--- src/rtl/tone_generator.sv ---
// tone_generator: plays one note as a square wave on `tone`.
// Inputs are a half-period count in clock cycles and a note length in full
// output periods. A start/busy/done handshake lets a sequencer queue notes
// back to back. A frequency of 0 plays a silent rest of the same length.
// Optional build macro TONE_ABORT_EN adds a `stop` input that cuts a note short.
module tone_generator #(
  parameter int CNT_W     = 15,
  parameter int LEN_W     = 10,
  parameter int REST_HALF = 6250,
  parameter int MIN_HALF  = 2
) (
  input  logic             clk,
  input  logic             rst,
  input  logic             start,
  input  logic [CNT_W-1:0] frequency,
  input  logic [LEN_W-1:0] length,
`ifdef TONE_ABORT_EN
  input  logic             stop,
`endif
  output logic             tone,
  output logic             busy,
  output logic             done
);

  typedef enum logic {
    IDLE = 1'b0,
    PLAY = 1'b1
  } state_t;

  state_t           state_q, state_d;
  logic [CNT_W-1:0] halfCnt_q, halfCnt_d;
  logic [CNT_W-1:0] halfLen_q, halfLen_d;
  logic [LEN_W-1:0] periodCnt_q, periodCnt_d;
  logic [LEN_W-1:0] length_q, length_d;
  logic             rest_q, rest_d;
  logic             phase_q, phase_d;
  logic             tone_q, tone_d;
  logic             done_q, done_d;
  logic [CNT_W-1:0] effHalf;

  // Effective half-period: rests use a fixed timebase, tiny values are clamped up.
  always_comb begin
    effHalf = frequency;
    if (frequency == '0) begin
      effHalf = CNT_W'(REST_HALF);
    end else if (frequency < CNT_W'(MIN_HALF)) begin
      effHalf = CNT_W'(MIN_HALF);
    end
  end

  // State and output registers with synchronous reset.
  always_ff @(posedge clk) begin
    if (rst) begin
      state_q     <= IDLE;
      halfCnt_q   <= '0;
      halfLen_q   <= '0;
      periodCnt_q <= '0;
      length_q    <= '0;
      rest_q      <= 1'b0;
      phase_q     <= 1'b0;
      tone_q      <= 1'b0;
      done_q      <= 1'b0;
    end else begin
      state_q     <= state_d;
      halfCnt_q   <= halfCnt_d;
      halfLen_q   <= halfLen_d;
      periodCnt_q <= periodCnt_d;
      length_q    <= length_d;
      rest_q      <= rest_d;
      phase_q     <= phase_d;
      tone_q      <= tone_d;
      done_q      <= done_d;
    end
  end

  // Next-state logic: latch the note on start, then walk half-periods and periods.
  always_comb begin
    state_d     = state_q;
    halfCnt_d   = halfCnt_q;
    halfLen_d   = halfLen_q;
    periodCnt_d = periodCnt_q;
    length_d    = length_q;
    rest_d      = rest_q;
    phase_d     = phase_q;
    tone_d      = tone_q;
    done_d      = 1'b0;

    case (state_q)
      IDLE: begin
        tone_d = 1'b0;
        if (start) begin
          if (length == '0) begin
            done_d = 1'b1;
          end else begin
            state_d     = PLAY;
            halfLen_d   = effHalf;
            length_d    = length;
            rest_d      = (frequency == '0);
            halfCnt_d   = '0;
            periodCnt_d = '0;
            phase_d     = 1'b1;
            tone_d      = (frequency != '0);
          end
        end
      end

      PLAY: begin
        if (halfCnt_q == halfLen_q - CNT_W'(1)) begin
          halfCnt_d = '0;
          if (phase_q) begin
            phase_d     = 1'b0;
            tone_d      = 1'b0;
            periodCnt_d = periodCnt_q + LEN_W'(1);
          end else if (periodCnt_q == length_q) begin
            state_d     = IDLE;
            done_d      = 1'b1;
            tone_d      = 1'b0;
            periodCnt_d = '0;
          end else begin
            phase_d = 1'b1;
            tone_d  = ~rest_q;
          end
        end else begin
          halfCnt_d = halfCnt_q + CNT_W'(1);
        end
      end

      default: begin
        state_d = IDLE;
        tone_d  = 1'b0;
      end
    endcase

`ifdef TONE_ABORT_EN
    if ((state_q == PLAY) && stop) begin
      state_d     = IDLE;
      tone_d      = 1'b0;
      done_d      = 1'b1;
      halfCnt_d   = '0;
      periodCnt_d = '0;
      phase_d     = 1'b0;
    end
`endif
  end

  assign tone = tone_q;
  assign busy = (state_q == PLAY);
  assign done = done_q;

endmodule
--- config.mk ---
export PLATFORM = sky130hd
export DESIGN_NAME = tone_generator
export DESIGN_NICKNAME = d
export VERILOG_FILES = /design/src/rtl/tone_generator.sv
export SDC_FILE = /design/constraint.sdc
export NUM_CORES = 1
export LEC_CHECK = 0
export CAP_MARGIN = 0
export CELL_PAD_IN_SITES_DETAIL_PLACEMENT = 1
export CELL_PAD_IN_SITES_GLOBAL_PLACEMENT = 1
export CORE_AREA = 2 2 68 134
export DETAILED_ROUTE_END_ITERATION = 12
export DIE_AREA = 0 0 70 136
export HOLD_SLACK_MARGIN = 0.1
export PLACE_DENSITY = 0.62
export SLEW_MARGIN = 20
export SYNTH_ARGS = -nofsm -noshare
export SYNTH_HDL_FRONTEND = slang
export SYNTH_SLANG_ARGS = --single-unit
--- constraint.sdc ---
create_clock -name clk -period 3.1 [get_ports clk]
set_clock_uncertainty 0.15 [all_clocks]
set_input_delay 0.465 -clock clk [delete_from_list [all_inputs] [get_ports clk]]
set_output_delay 0.465 -clock clk [all_outputs]
set_load 0.03 [all_outputs]
==> impl_summary.txt, run 1 <==
----------------------------------------------------
[Logic synthesis]
  Cell types with the largest area share after synthesis ... dfxtp_1, xnor2_1, nand2_1
  Library cells used by synthesis ... 51
  Number of warnings printed during yosys synthesis ... 0
  Post-synthesis sequential area ratio ... approximately 38%
  Biggest area consumer among synthesized cells ... dfxtp_1
  Number of synthesized flops with an enable pin ... 0
  Post-synth ARST share ... 0%
  Synth Net Count ... between 300 and 400
  Number of cells produced by synthesis ... ~350
  #FFs+latches synth ... 55
  Syn Std Cell Area ... 2900 um2
  Most used flip-flop cell after synthesis ... dfxtp_1
  Post-Synthesis Mean Instance Area ... 8.23 um2
  Top cell type's share of synthesized area ... 37.9%

[Final layout]
  Fill cells ... 1049
  Filler-free cell count of the finished design ... 488
  Area added between synthesis and finish ... 21.7%
  Register area ... 1100 um2
  Number of nets in the layout ... 419
  Finished layout cell area ... 3530 um2
  Final core area utilization ... around two fifths
  Total area of multi-input combinational cells ... 1690 um2
  Share of cells above drive strength 1 ... 9.02%
  Antenna diode count ... 0

[Setup path]
  Maximum cell stage delay along the critical path ... 600 ps
  Crit. End Element ... flip-flop
  Slack of the worst reg-to-reg path ... 150 ps
  Cell count of the worst reg-to-reg path ... 10
  Worst path required time ... roughly 3100 ps
  Kind of launch point of the worst setup path ... flip-flop
  FF-to-FF End ... halfCnt_q[12]$_SDFFE_PP0P_
  Type of the worst setup path ... flip-flop to flip-flop
  Reg2Reg Launch Point ... halfLen_q[0]$_SDFFE_PP0P_
  Largest delay share family, worst path ... compound AO/OA/AOI/OAI gates
  Crit path max-delay cell type ... o41a_4
  Chain of cells forming the critical path ... inv_1 -> ha_1 -> or4b_1 -> nor4_1 -> o21ai_1 -> o2bb2ai_1 -> o41a_4 -> o21ai_4 -> buf_12 -> nor2_1
  Top fanout value on the critical path ... 13
  Worst Path Buf+Inv ... 2
  Data arrival at the endpoint of the critical path ... 2980 ps

[Drt]
  Via count of the routed design ... 2696
  Vias per inst ... 5.52
  Post-route ant nets ... 0
  Drt first pass iters ... 4
  WL per Instance ... around 19 um
  Starting DRC count in detailed routing ... 80
  Post-detailed-routing wire length ... 9150 um
  Number of remaining DRC errors ... 0

[Clocking]
  Number of clock buffers inserted by TritonCTS ... 5
  Clock Root Buffer ... clkbuf_16
  Hold-fix buffer count after cts ... 0
  Clock-pin slew on the worst setup and hold paths ... 70 ps
  Count of H-tree levels built during CTS ... 2
  CTS Sinks ... 55
  Clock Tree Buf Depth ... 2
  Insertion delay to the later sink of the worst-skew pair ... 290 ps
  CTS tree ... yes

[Floorplan]
  Initial Utilization ... about a third
  Area of the die ... 9520 um2
  Standard cell core area ... between 8000 and 9000 um2
  Die outline width ... 70 um
  Std cell rows ... 48
  IO Count ... 31
  Die boundary height ... ~140 um

[GRT]
  Total routing resource utilization after global routing ... roughly 20%
  Pin count of the biggest net entering global routing ... 25
  Via count of the first global-routing pass ... about 2800
  Number of antenna violations at the first check in global routing ... 0
  Leftover overflow at the end of global routing ... 0
  First-pass GRT wire length ... 14600 um

[Placement]
  Port buffer count ... 30
  Placed wire-length estimate after detailed placement ... a little over 7000 um
  Gp weighted congestion ... 0.827
  Count of placed standard cells including taps ... 479
  Total cell area at the placement stage ... 3350 um2

[STA]
  Final hold viol count ... 0
  Final count of pins violating max slew ... 0
  Final clock period utilization by the worst path ... 95.1%
  Worst-margin pin slew ... roughly 600 ps
  Achievable frequency ... 339 MHz
  Headroom to the max-slew limit ... about three fifths
  Number of endpoints failing setup at the final stage ... 0
  Final critical path time including I/O delays and setup ... 2950 ps

[Hold path]
  Cell depth of the worst min-delay path ... 2
  Hold Path Sink ... length_q[4]$_SDFFE_PP0P_
  Type of the worst min-delay path ... flip-flop to flip-flop
  Start point of the worst hold path ... length_q[4]$_SDFFE_PP0P_

[Run]
  Max_cap viols ... 0

[Power]
  Final Total Pwr ... 1.61 mW
  Leakage power figure ... 1.24 nW
  P per Cell Area ... 456 nW/um2
  Worst vdd rail ir drop ... 0.268 mV

[Status]
  Result of the run ... completed

----------------------------------------------------
==> per-stage QoR <==
step | TNS, ps | worst slack, ps | hold slack (ps)
final | 0 | 153 | 325
after CTS | 0 | 115 | 329
after detailed placement | 0 | 157 | 319
after global routing | -5.36 | -2.74 | 349
after global placement | 0 | 219 | 306
after floorplan | 0 | 475 | 298
==> per-layer routing <==
metal,part of all wire [%],vias up,track usage (%)
met5,0,-,0
met4,3.6,0,9.94
met3,1.5,17,2.37
met2,60,33,41.0
met1,35,1324,18.3
li1,-,1322,-
==> report_power, final <==
part           leakage, nW  internal, mW  switching [mW]
Combinational        0.719         0.129           0.148
Clock               0.0727         0.317           0.258
Sequential           0.448         0.732          0.0308
Total                 1.24          1.18           0.436
==> worst max-delay path by stage <==
stage	from	endpoint	slack, ps	cells after the start
floorplan	halfLen_q[6]$_SDFFE_PP0P_	halfCnt_q[4]$_SDFFE_PP0P_	480	9
global placement	halfLen_q[0]$_SDFFE_PP0P_	periodCnt_q[4]$_SDFFE_PP0P_	220	10
detailed placement	halfLen_q[0]$_SDFFE_PP0P_	periodCnt_q[2]$_SDFFE_PP0P_	160	10
CTS	halfLen_q[0]$_SDFFE_PP0P_	periodCnt_q[2]$_SDFFE_PP0P_	120	10
global route	halfLen_q[0]$_SDFFE_PP0P_	halfCnt_q[8]$_SDFFE_PP0P_	-3	10
finish	halfLen_q[0]$_SDFFE_PP0P_	halfCnt_q[12]$_SDFFE_PP0P_	150	10
==> flip-flops by register name, summed over array words and instances (netlist names) <==
| register | cells |
|---|---|
| length_q | 10 |
| done | 1 |
| tone | 1 |
| periodCnt_q | 10 |
| phase_q | 1 |
| rest_q | 1 |
| busy | 1 |
| halfLen_q | 15 |
| halfCnt_q | 15 |
==> cell usage after synthesis (4+ instances only) <==
cell type / n
nor3_1: 6
xor2_1: 15
inv_1: 15
a21oi_1: 22
nand4_1: 10
and3_1: 7
or4_1: 4
o21ai_0: 4
dfxtp_1: 55
nand2_1: 41
o221a_2: 5
xnor2_1: 24
nor2_1: 31
or3_1: 5
nor4_1: 10
nand3_1: 28
clkbuf_1: 14
o211ai_1: 9
==> worst reg2reg max path, cell delays in order (launching register included) <==
cell and delay [ps]:
dfxtp_1 370, inv_1 80, ha_1 200, or4b_1 510, nor4_1 220, o21ai_1 110
o2bb2ai_1 210, o41a_4 600, o21ai_4 190, buf_12 150, nor2_1 50
==> cells in the final DEF, fill, tap and decap left out, types with 2 or more instances in the layout <==
cell type / netlist / final
dfxtp_1: 55 / 55
nand2_1: 41 / 41
nor2_1: 31 / 31
clkdlybuf4s50_1: 0 / 30
nand3_1: 28 / 28
xnor2_1: 24 / 24
a21oi_1: 22 / 22
inv_1: 15 / 15
xor2_1: 15 / 15
buf_4: 0 / 13
nand4_1: 10 / 10
nor4_1: 10 / 10
o211ai_1: 9 / 9
and3_1: 7 / 7
nor3_1: 6 / 6
or3_1: 5 / 5
o221a_2: 5 / 5
clkbuf_16: 0 / 5
or4_1: 4 / 4
o21ai_0: 4 / 4
o21ai_1: 3 / 3
nand2b_1: 3 / 3
nor3b_1: 3 / 3
ha_1: 3 / 3
o21a_1: 2 / 2
mux2i_1: 2 / 2
a41oi_1: 2 / 2
a211oi_1: 2 / 2
o21ai_4: 2 / 2
a22oi_1: 2 / 2
==> layout make-up <==
cell class              count  share of cell area, %
multi-input cells         267                   47.8
clock buffers               6                   3.93
flip-flops and latches     55                   31.2
clock inverters             1                  0.142
well taps                 100                   3.54
inverters                  15                   1.59
repair buffers             44                   11.8
==> cells by family (layout without fill, tap and decap cells) <==
| group | Yosys count | in the layout | share of synthesized area (%) |
|---|---|---|---|
| adders and majority gates | 3 | 3 | 1.29 |
| and+or+nand+nor | 157 | 157 | 27.2 |
| buffers and inverters | 32 | 66 | 4.48 |
| AOI/OAI and AO/OA | 65 | 66 | 16.6 |
| DFF | 55 | 55 | 37.9 |
| xor gates and xnor gates | 39 | 39 | 11.8 |
| muxes | 2 | 2 | 0.689 |
==> what timing repair did <==
action / CTS / global route
endpoints found under the setup margin: 0 / 23
gates resized for setup: 0 / 1
setup buffers: 0 / 1
No activity file was read; power rests on OpenSTA's default activity.
==> run 2, diff against run 1 <==
- CTS_BUF_LIST: unset -> sky130_fd_sc_hd__clkbuf_4
==> run 2 against run 1 <==
Against the previous run:
- maximum frequency about the same
- first-iteration DRC count is 10% higher
- critical path depth stayed put
- non-clock buffer count did not move
- wire length down 0.38%
- die area stayed put
- largest power group unchanged
==> impl_summary.txt, run 2 (same netlist as run 1, synthesis figures left out) <==
----------------------------------------------------
[Placement]
  Pre-CTS worst setup slack ... 157 ps (unchanged)
  Placed wire-length estimate after detailed placement ... 7200 um (unchanged)
  Total cell area at the placement stage ... 3350 um2 (unchanged)
  Count of placed standard cells including taps ... 479 (unchanged)
  Port buffer count ... 30 (unchanged)
  Gp weighted congestion ... 0.827 (unchanged)

[Power]
  Leakage power figure ... 1.20 nW (was 1.24 nW)
  Worst vdd rail ir drop ... 0.235 mV (was 0.268 mV)
  P per Cell Area ... 395 nW/um2 (was 456 nW/um2)
  Final Total Pwr ... 1.36 mW (was 1.61 mW)

[STA]
  Achievable frequency ... 339 MHz (about the same)
  Final hold viol count ... 0 (unchanged)
  Fin worst setup slack ... 151 ps (was 153 ps)
  Final critical path time including I/O delays and setup ... 2950 ps (about the same)
  Number of endpoints failing setup at the final stage ... 0 (unchanged)
  Final clock period utilization by the worst path ... 95.1% (about the same)
  Headroom to the max-slew limit ... 59.8% (was 59.6%)
  Worst-margin pin slew ... 598 ps (was 600 ps)
  Final count of pins violating max slew ... 0 (unchanged)

[Final layout]
  Final core area utilization ... 40.3% (was 41.4%)
  Commonest cells after routing, fill and taps aside ... dfxtp_1, nand2_1, nor2_1, clkdlybuf4s50_1, nand3_1 (unchanged)
  Number of nets in the layout ... 419 (unchanged)
  Top Registers ... halfCnt_q x15, halfLen_q x15 (unchanged)
  Area added between synthesis and finish ... 18.4% (was 21.7%)
  Share of cells above drive strength 1 ... 8.76% (was 9.02%)
  Most frequent standard cell in the layout excluding fill and tap cells ... dfxtp_1 (unchanged)
  Finished layout cell area ... 3440 um2 (was 3530 um2)
  Filler-free cell count of the finished design ... 489 (was 488)

[Run]
  Max_cap viols ... 0 (unchanged)

[Clocking]
  Clock Root Buffer ... clkbuf_4 (was clkbuf_16)
  Number of clock buffers inserted by TritonCTS ... 5 (unchanged)
  CTS Sinks ... 55 (unchanged)
  Clock-pin slew on the worst setup and hold paths ... 160 ps (was 70 ps)
  CTS tree ... yes (unchanged)
  Insertion delay to the later sink of the worst-skew pair ... 400 ps (was 290 ps)
  Clock Tree Buf Depth ... 2 (unchanged)
  Count of H-tree levels built during CTS ... 2 (unchanged)

[Drt]
  Starting DRC count in detailed routing ... 88 (was 80)
  Via count of the routed design ... 2716 (was 2696)
  Drt first pass iters ... 4 (unchanged)
  Post-detailed-routing wire length ... 9120 um (was 9150 um)
  Post-route ant nets ... 0 (unchanged)
  Vias per inst ... 5.55 (was 5.52)
  WL per Instance ... 18.6 um (was 18.8 um)
  Number of remaining DRC errors ... 0 (unchanged)

[Floorplan]
  IO Count ... 31 (unchanged)
  Die boundary height ... 136 um (unchanged)
  Initial Utilization ... 34.1% (unchanged)
  Standard cell core area ... 8530 um2 (unchanged)
  Die outline width ... 70 um (unchanged)
  Area of the die ... 9520 um2 (unchanged)
  Std cell rows ... 48 (unchanged)

[GRT]
  First-pass GRT wire length ... 14500 um (was 14600 um)
  Number of antenna violations at the first check in global routing ... 1 (was 0)
  Leftover overflow at the end of global routing ... 0 (unchanged)
  Pin count of the biggest net entering global routing ... 25 (unchanged)
  Via count of the first global-routing pass ... 2839 (was 2844)
  Total routing resource utilization after global routing ... 19.8% (was 19.9%)

[Hold path]
  Cell depth of the worst min-delay path ... 2 (unchanged)
  Type of the worst min-delay path ... flip-flop to flip-flop (unchanged)
  Start point of the worst hold path ... length_q[4]$_SDFFE_PP0P_ (unchanged)
  Hold Path Sink ... length_q[4]$_SDFFE_PP0P_ (unchanged)

[Setup path]
  Cell count of the worst reg-to-reg path ... 10 (unchanged)
  Data arrival at the endpoint of the critical path ... 3100 ps (was 2980 ps)
  Type of the worst setup path ... flip-flop to flip-flop (unchanged)
  Crit. End Element ... flip-flop (unchanged)
  Top fanout value on the critical path ... 13 (unchanged)
  Slack of the worst reg-to-reg path ... 150 ps (about the same)
  Worst path required time ... 3250 ps (was 3140 ps)
  FF-to-FF End ... halfCnt_q[13]$_SDFFE_PP0P_ (was halfCnt_q[12]$_SDFFE_PP0P_)
  Reg2Reg Launch Point ... halfLen_q[0]$_SDFFE_PP0P_ (unchanged)
  Kind of launch point of the worst setup path ... flip-flop (unchanged)

[Status]
  Result of the run ... completed (unchanged)

----------------------------------------------------
## run 2: cell types whose count changed in the layout (fill, tap and decap cells not counted), sizes merged
cell / delta
clkbuf: -1
clkinv: +1
diode: +1
## run 2: area by class of cell
class / count / area [um2]
Fill cell: 1062 / 5090
Multi-Input combinational cell: 267 / 1690
Sequential cell: 55 / 1100
Timing Repair Buffer: 44 / 418
Tap cell: 100 / 125
Inverter: 15 / 56.3
Clock buffer: 5 / 37.5
Clock inverter: 2 / 8.76
Antenna cell: 1 / 2.50
## run 2: how the worst max path moves through the flow
stage                               from                     endpoint  cells past startpoint
3_3_place_gp   halfLen_q[0]$_SDFFE_PP0P_  periodCnt_q[4]$_SDFFE_PP0P_                     10
3_5_place_dp   halfLen_q[0]$_SDFFE_PP0P_  periodCnt_q[2]$_SDFFE_PP0P_                     10
2_1_floorplan  halfLen_q[6]$_SDFFE_PP0P_    halfCnt_q[4]$_SDFFE_PP0P_                      9
4_1_cts        halfLen_q[0]$_SDFFE_PP0P_  periodCnt_q[2]$_SDFFE_PP0P_                     10
6_report       halfLen_q[0]$_SDFFE_PP0P_   halfCnt_q[13]$_SDFFE_PP0P_                     10
5_1_grt        halfLen_q[0]$_SDFFE_PP0P_    halfCnt_q[8]$_SDFFE_PP0P_                     10
## run 2: power breakdown
| part | switching, mW | internal (mW) |
|---|---|---|
| logic | 0.147 | 0.129 |
| registers | 0.0307 | 0.733 |
| clock network | 0.237 | 0.0812 |
## run 2: per-layer routing
layer	up-vias	share of wire (%)	track usage [%]
met5	-	0	0
met4	0	3.5	9.94
met3	16	1.6	2.37
met2	38	60	40.8
met1	1334	35	18.2
li1	1328	-	-
## run 2: worst max-delay path, stage by stage (launching register included)
cell and delay, ps:
dfxtp_1 390, inv_1 70, ha_1 200, nor4b_1 460
nand3_1 170, xnor2_1 190, nand4_1 200, o41a_4 620
o21ai_4 190, buf_12 150, nor2_1 50
## run 2: repair_timing
item	in CTS	in global routing
resized for setup	0	1
setup buffers	0	1
setup endpoints to repair	0	23
hold buffers	0	0
## run 2: metrics by stage
step	hold WS (ps)	TNS (ps)
floorplan	298	0
CTS	340	0
global placement	306	0
global route	360	-241
detailed placement	319	0
finish	335	0
==> run 3, diff against run 2 <==
- CORE_AREA: 2 2 68 134 -> 2 2 61 120
- DIE_AREA: 0 0 70 136 -> 0 0 63 122
- GPL_ROUTABILITY_DRIVEN: unset -> 0
- PLACE_DENSITY: 0.62 -> 0.76
==> run 3 against run 2 <==
Against the previous run:
- sequential power about the same
- setup slack worse by 51 ps
- die area down 19%
- count of clock-buffer cells in the layout unchanged
- final area down 0.15%
- highest routed layer unchanged
- critical path depth down 1
- clock power up 28%
- cell count down 2.5%
- first-iteration DRC count up 41%
- global-route usage up 3.3 points
- utilization up 9.9 points
==> impl_summary.txt, run 3 (same netlist as run 1, synthesis figures left out) <==
----------------------------------------------------
[Status]
  Result of the run ... completed (unchanged)

[Floorplan]
  Std cell rows ... 43 (was 48)
  Area of the die ... 7690 um2 (was 9520 um2)
  Standard cell core area ... 6830 um2 (was 8530 um2)
  Die outline width ... 63 um (was 70 um)
  IO Count ... 31 (unchanged)
  Die boundary height ... 122 um (was 136 um)
  Initial Utilization ... 42.5% (was 34.1%)

[STA]
  Worst-margin pin slew ... 980 ps (was 598 ps)
  Headroom to the max-slew limit ... 34.4% (was 59.8%)
  Setup TNS after final layout ... 0 ps (unchanged)
  Achievable frequency ... 333 MHz (was 339 MHz)
  Fin worst setup slack ... 99.9 ps (was 151 ps)
  Number of endpoints failing setup at the final stage ... 0 (unchanged)
  Final clock period utilization by the worst path ... 96.8% (was 95.1%)
  Final critical path time including I/O delays and setup ... 3000 ps (was 2950 ps)
  Final count of pins violating max slew ... 0 (unchanged)
  Final hold viol count ... 0 (unchanged)

[Drt]
  Via count of the routed design ... 2720 (was 2716)
  Post-route ant nets ... 0 (unchanged)
  WL per Instance ... 17.6 um (was 18.6 um)
  Total routed wire length on the met1 layer ... 3760 um (was 3210 um)
  Number of remaining DRC errors ... 0 (unchanged)
  Met2 WL post-DR ... 4240 um (was 5440 um)
  Vias per inst ... 5.70 (was 5.55)
  Detailed route wirelength on metal3 ... 263 um (was 144 um)
  Drt first pass iters ... 4 (unchanged)
  Highest routed layer ... met4 (unchanged)
  Starting DRC count in detailed routing ... 124 (was 88)
  Post-detailed-routing wire length ... 8410 um (was 9120 um)

[Power]
  Switching power total ... 0.420 mW (was 0.415 mW)
  Share of power burned in combinational logic ... 18.9% (was 20.3%)
  Leakage power figure ... 1.19 nW (was 1.20 nW)
  Worst vdd rail ir drop ... 0.262 mV (was 0.235 mV)
  Internal power contribution ... 1.03 mW (was 0.943 mW)
  Power share of the clock group ... 28.2% (was 23.4%)
  Switch share ... 29.0% (was 30.6%)
  Relative contribution of sequential cells to total power ... 52.9% (was 56.2%)
  P per Cell Area ... 421 nW/um2 (was 395 nW/um2)

[Setup path]
  Cell count of the worst reg-to-reg path ... 9 (was 10)
  Crit. End Element ... flip-flop (unchanged)
  Chain of cells forming the critical path ... buf_4 -> nor4_1 -> nand3_1 -> xnor2_1 -> nand4_1 -> o41a_4 -> o21ai_4 -> buf_12 -> nor2_1 (was inv_1 -> ha_1 -> nor4b_1 -> nand3_1 -> xnor2_1 -> nand4_1 -> o41a_4 -> o21ai_4 -> buf_12 -> nor2_1)
  Kind of launch point of the worst setup path ... flip-flop (unchanged)
  Worst path required time ... 3250 ps (about the same)
  Data arrival at the endpoint of the critical path ... 3150 ps (was 3100 ps)
  Slack of the worst reg-to-reg path ... 100 ps (was 150 ps)
  FF-to-FF End ... halfCnt_q[9]$_SDFFE_PP0P_ (was halfCnt_q[13]$_SDFFE_PP0P_)
  Crit path max-delay cell type ... o41a_4 (unchanged)
  Worst Path Buf+Inv ... 2 (unchanged)
  Top fanout value on the critical path ... 13 (unchanged)
  Maximum cell stage delay along the critical path ... 620 ps (about the same)
  Reg2Reg Launch Point ... halfLen_q[5]$_SDFFE_PP0P_ (was halfLen_q[0]$_SDFFE_PP0P_)
  Type of the worst setup path ... flip-flop to flip-flop (unchanged)
  Largest delay share family, worst path ... simple AND/OR/NAND/NOR gates (unchanged)

[Clocking]
  CTS tree ... yes (unchanged)
  Hold-fix buffer count after cts ... 0 (unchanged)
  Clock Tree Buf Depth ... 2 (unchanged)
  Insertion delay to the later sink of the worst-skew pair ... 400 ps (about the same)
  Number of clock buffers inserted by TritonCTS ... 5 (unchanged)
  Clock Root Buffer ... clkbuf_4 (unchanged)
  Count of H-tree levels built during CTS ... 2 (unchanged)
  Clock-pin slew on the worst setup and hold paths ... 170 ps (was 160 ps)
  CTS Sinks ... 55 (unchanged)

[Placement]
  Pre-CTS worst setup slack ... 100 ps (was 157 ps)
  Port buffer count ... 30 (unchanged)
  Placed wire-length estimate after detailed placement ... 6260 um (was 7200 um)
  Total cell area at the placement stage ... 3320 um2 (was 3350 um2)
  Count of placed standard cells including taps ... 466 (was 479)

[GRT]
  Via count of the first global-routing pass ... 2754 (was 2839)
  Leftover overflow at the end of global routing ... 0 (unchanged)
  First-pass GRT wire length ... 14000 um (was 14500 um)
  Number of antenna violations at the first check in global routing ... 1 (unchanged)
  Pin count of the biggest net entering global routing ... 25 (unchanged)
  Total routing resource utilization after global routing ... 23.0% (was 19.8%)

[Final layout]
  Area added between synthesis and finish ... 18.3% (was 18.4%)
  Filler-free cell count of the finished design ... 477 (was 489)
  Commonest cells after routing, fill and taps aside ... dfxtp_1, nand2_1, nor2_1, clkdlybuf4s50_1, nand3_1 (unchanged)
  Top Registers ... halfCnt_q x15, halfLen_q x15 (unchanged)
  Final core area utilization ... 50.3% (was 40.3%)
  Most frequent standard cell in the layout excluding fill and tap cells ... dfxtp_1 (unchanged)
  Share of cells above drive strength 1 ... 8.29% (was 8.76%)
  Number of nets in the layout ... 416 (was 419)
  Finished layout cell area ... 3430 um2 (was 3440 um2)

[Hold path]
  Start point of the worst hold path ... length_q[2]$_SDFFE_PP0P_ (was length_q[4]$_SDFFE_PP0P_)
  Cell depth of the worst min-delay path ... 2 (unchanged)
  Type of the worst min-delay path ... flip-flop to flip-flop (unchanged)
  Hold Path Sink ... length_q[2]$_SDFFE_PP0P_ (was length_q[4]$_SDFFE_PP0P_)

[Run]
  Max_cap viols ... 0 (unchanged)

----------------------------------------------------
run 3: changes by cell type in the layout (fill, tap and decap cells not counted), sizes merged:
| cell | previous run | this run |
|---|---|---|
| buf | 14 | 11 |
| bufinv | 0 | 1 |
run 3: metrics by stage:
| stage | hold WS [ps] | power (mW) |
|---|---|---|
| 6_report | 335 | 1.45 |
| 3_3_place_gp | 306 | 1.03 |
| 4_1_cts | 337 | 1.45 |
| 2_1_floorplan | 298 | 0.937 |
| 3_5_place_dp | 316 | 1.04 |
| 5_1_grt | 359 | 1.51 |
run 3: worst register-to-register path, cell delays in order (launching register included):
cell,delay [ps]
dfxtp_1,350
buf_4,160
nor4_1,580
nand3_1,190
xnor2_1,220
nand4_1,210
o41a_4,620
o21ai_4,200
buf_12,150
nor2_1,50
run 3: what timing repair did:
action                                  in CTS  in global routing
endpoints found under the setup margin       0                 24
gates resized for setup                      0                  1
buffers inserted                             0                  1
run 3: final cells by class:
class	instances	area, um2
Timing Repair Buffer	41	395
Multi-Input combinational cell	267	1690
Antenna cell	1	2.50
Tap cell	90	113
Inverter	15	56.3
Clock buffer	5	37.5
Fill cell	844	3400
Clock inverter	3	38.8
Sequential cell	55	1100
run 3: power by group through the flow:
| stage | clock network (mW) | registers (mW) | logic, mW |
|---|---|---|---|
| 3_3_place_gp | 0 | 0.777 | 0.252 |
| 4_1_cts | 0.421 | 0.764 | 0.262 |
| 5_1_grt | 0.442 | 0.768 | 0.300 |
| 2_1_floorplan | 0 | 0.770 | 0.168 |
| 3_5_place_dp | 0 | 0.779 | 0.259 |
| 6_report | 0.408 | 0.764 | 0.273 |
run 3: routing by layer:
metal / track usage [%] / up-vias
met5: 0 / -
met4: 7.78 / 0
met3: 4.25 / 9
met2: 39.0 / 47
met1: 29.2 / 1333
li1: - / 1331
run 3: worst max-delay path by stage:
stage,from,to,slack (ps),depth (start not counted)
2_1_floorplan,halfLen_q[6]$_SDFFE_PP0P_,halfCnt_q[4]$_SDFFE_PP0P_,480,9
3_3_place_gp,halfLen_q[0]$_SDFFE_PP0P_,periodCnt_q[2]$_SDFFE_PP0P_,310,10
3_5_place_dp,halfLen_q[0]$_SDFFE_PP0P_,periodCnt_q[4]$_SDFFE_PP0P_,100,10
4_1_cts,halfLen_q[0]$_SDFFE_PP0P_,periodCnt_q[4]$_SDFFE_PP0P_,60,10
5_1_grt,halfLen_q[0]$_SDFFE_PP0P_,halfCnt_q[9]$_SDFFE_PP0P_,-60,10
6_report,halfLen_q[5]$_SDFFE_PP0P_,halfCnt_q[9]$_SDFFE_PP0P_,100,9
==> edit (config.mk and constraints of run 1) <==
Remove the register `done_q`: a continuous assignment takes its place, so the output `done` follows one clock earlier.
--- a/src/rtl/tone_generator.sv
+++ b/src/rtl/tone_generator.sv
@@ -60,5 +60,4 @@
       phase_q     <= 1'b0;
       tone_q      <= 1'b0;
-      done_q      <= 1'b0;
     end else begin
       state_q     <= state_d;
@@ -70,7 +69,8 @@
       phase_q     <= phase_d;
       tone_q      <= tone_d;
-      done_q      <= done_d;
     end
   end
+
+  assign done_q = done_d;
 
   // Next-state logic: latch the note on start, then walk half-periods and periods.
Behaviour: not the same (Yosys sat finds a counterexample within 4 cycles, from zero or initial values and one cycle with rst high).
==> edit against run 1 <==
  * The run now ends with negative setup slack left
  * Total power increased by 3.3%
  * Global-route usage increased by 1.8 points
  * Sequential cell count decreased by 1
  * Worst setup slack got worse by 0.21 ns
  * Register-to-register slack improved by 0.04 ns
  * Critical path type is now reg2out
  * Cell count increased by 6.6%
  * Wire length increased by 8.0%
  * Largest power group unchanged
  * Clock power increased by 0.7%
  * Area after synthesis increased by 3.7%
  * Design area increased by 8.2%
==> edit: results (changes against run 1) <==
[sta]
setup_ws_ns=-0.05351  ; was 0.1529 ns
setup_viol=1  ; was 0
maxSlewHeadroom=0.6274  ; was 0.5961

[place]
io_buffers=30  ; unchanged
placed_area_mm2=0.003552  ; was 0.003353 mm2
place_ws_ns=0.07297  ; was 0.1566 ns
post-dp-hpwl_um=7906  ; was 7202 um
dp.cells=504  ; was 479
routabilityCongestion=0.8519  ; was 0.8271

[yosys]
syn-instance-count=365  ; was 353
synth.distinct_cells=56  ; was 51
synth_common_cells=56 x nand2_1, 54 x dfxtp_1, 25 x xnor2_1  ; was 55 x dfxtp_1, 41 x nand2_1, 31 x nor2_1
ys_seq_area_frac=0.3591  ; was 0.3791
syn_nets=396  ; was 384
synth_area_leaders=dfxtp_1 36%, xnor2_1 7.3%, nand2_1 7.0%  ; was dfxtp_1 38%, xnor2_1 7.2%, nand2_1 5.3%

[clock_tree]
cts.htree.levels=2  ; unchanged
clk_pin_slew_ns=0.08
cts_max_path_buffers=2  ; unchanged
cts_root_buf=clkbuf_16  ; unchanged

[final_layout]
fillers=1037  ; was 1049
drive_above_1_share=0.1714  ; was 0.09021
reg_top3=halfCnt_q x15, halfLen_q x15  ; unchanged
fin_nets=450  ; was 419
final_cells=520  ; was 488
n_antenna_cell=0  ; unchanged

[setup_path]
worstReg2RegStart=halfLen_q[0]  ; unchanged
critical_path.max_stage_delay_ns=0.54  ; was 0.60 ns
critical_path_peak_fanout=4  ; was 13
critPathSlowestCell=or4_4  ; was o41a_4
cpLargestDelayFamily=simple AND/OR/NAND/NOR gates  ; was compound AO/OA/AOI/OAI gates
crit_arrival_ns=2.54  ; was 2.98 ns

[pwr]
power_leakage_nw=1.438  ; was 1.240 nW
vdd_drop_max_mv=0.2113  ; was 0.2677 mV

[drt]
drt_iter0_drc=116  ; was 80
wl_um=9890  ; was 9154 um
vias=2961  ; was 2696
firstDrtPassIters=4  ; unchanged

[worst_hold_path]
holdCritStartpoint=length_q[5]  ; was length_q[4]
hp-class=reg2reg  ; unchanged

[global_routing]
grt_start_max_net_pins=22  ; was 25
use_met1=0.1992  ; was 0.1832
use_met3=0.02372  ; unchanged
grtUsageMet2=0.4492  ; was 0.4101
grt_pass1_vias=3212  ; was 2844
grt.total_usage=0.2170  ; was 0.1988
grt_pass1_wl_um=15990  ; was 14630 um

[status]
status=finished, violations left  ; was completed
violations=negative setup slack

==> edit: cell count changes in the layout (fill, tap and decap cells not counted), sizes merged, moves of 4 or more <==
| cell | before | now |
|---|---|---|
| a221o | 0 | 5 |
| and4 | 0 | 4 |
| buf | 14 | 34 |
| inv | 15 | 10 |
| nand2 | 41 | 56 |
| nand3 | 28 | 12 |
| nor2 | 31 | 19 |
| nor3 | 6 | 21 |
| o211ai | 9 | 2 |
==> edit: timing repair <==
action / in CTS / in global routing
endpoints found under the setup margin: 1 / 7
gates resized for setup: 10 / 6
pin swaps: 4 / 2
setup buffers: 9 / 2
endpoints found under the hold margin: 0 / 0
==> edit: power by group <==
group          total, mW  internal, mW  switching, mW
Sequential         0.754         0.720         0.0344
Combinational      0.334         0.152          0.181
Clock              0.578         0.300          0.278
Total               1.67          1.17          0.494
==> edit: routing by layer <==
metal  routed length (um)  share of wire  up-vias
met5                    0              0        -
met4                  342          0.035        0
met3                  236          0.024       18
met2                 6008           0.61       47
met1                 3303           0.33     1460
li1                     -              -     1436
==> edit: logic make-up after synthesis <==
group	share of synthesized area
simple gates	0.2772
xor+xnor	0.1209
flops	0.3591
mux	0.003740
buf+inv	0.03533
fa+ha+maj	0.01247
compound gates	0.1912
==> edit: final timing paths <==
path | end | slack (ns)
worst max register to register | periodCnt_q[0] | 0.19
worst min register to register | length_q[5] | 0.33
worst min-delay path | length_q[5] | 0.33
worst max-delay path | done | -0.05
==> edit: worst register-to-register path: stages (launching register included) <==
cell and delay (ns):
dfxtp_2 0.34, or4_4 0.54, or3_4 0.37, a2111oi_4 0.32
nand4_1 0.19, buf_4 0.17, buf_4 0.12, buf_4 0.13
nor4_4 0.20, buf_4 0.19, mux2_2 0.15
==> edit: through the flow <==
stage	util	hold WS [ns]	TNS [ns]
after floorplan	-	0.2981	0
after global placement	0.4165	0.3118	0
after detailed placement	0.4165	0.3208	0
after CTS	0.4470	0.3342	-0.1077
after global routing	0.4485	0.3528	-0.1837
final	0.4485	0.3280	-0.05351
==> edit: area by class of cell <==
class / count / area, um2 / share of cell area
clock buffer: 5 / 125.1 / 0.03271
timing repair buffer: 63 / 549.3 / 0.1436
tap: 100 / 125.1 / 0.03271
sequential: 54 / 1086 / 0.2839
multi-input combinational: 285 / 1881 / 0.4917
inverter: 10 / 37.54 / 0.009814
clock inverter: 3 / 21.27 / 0.005561
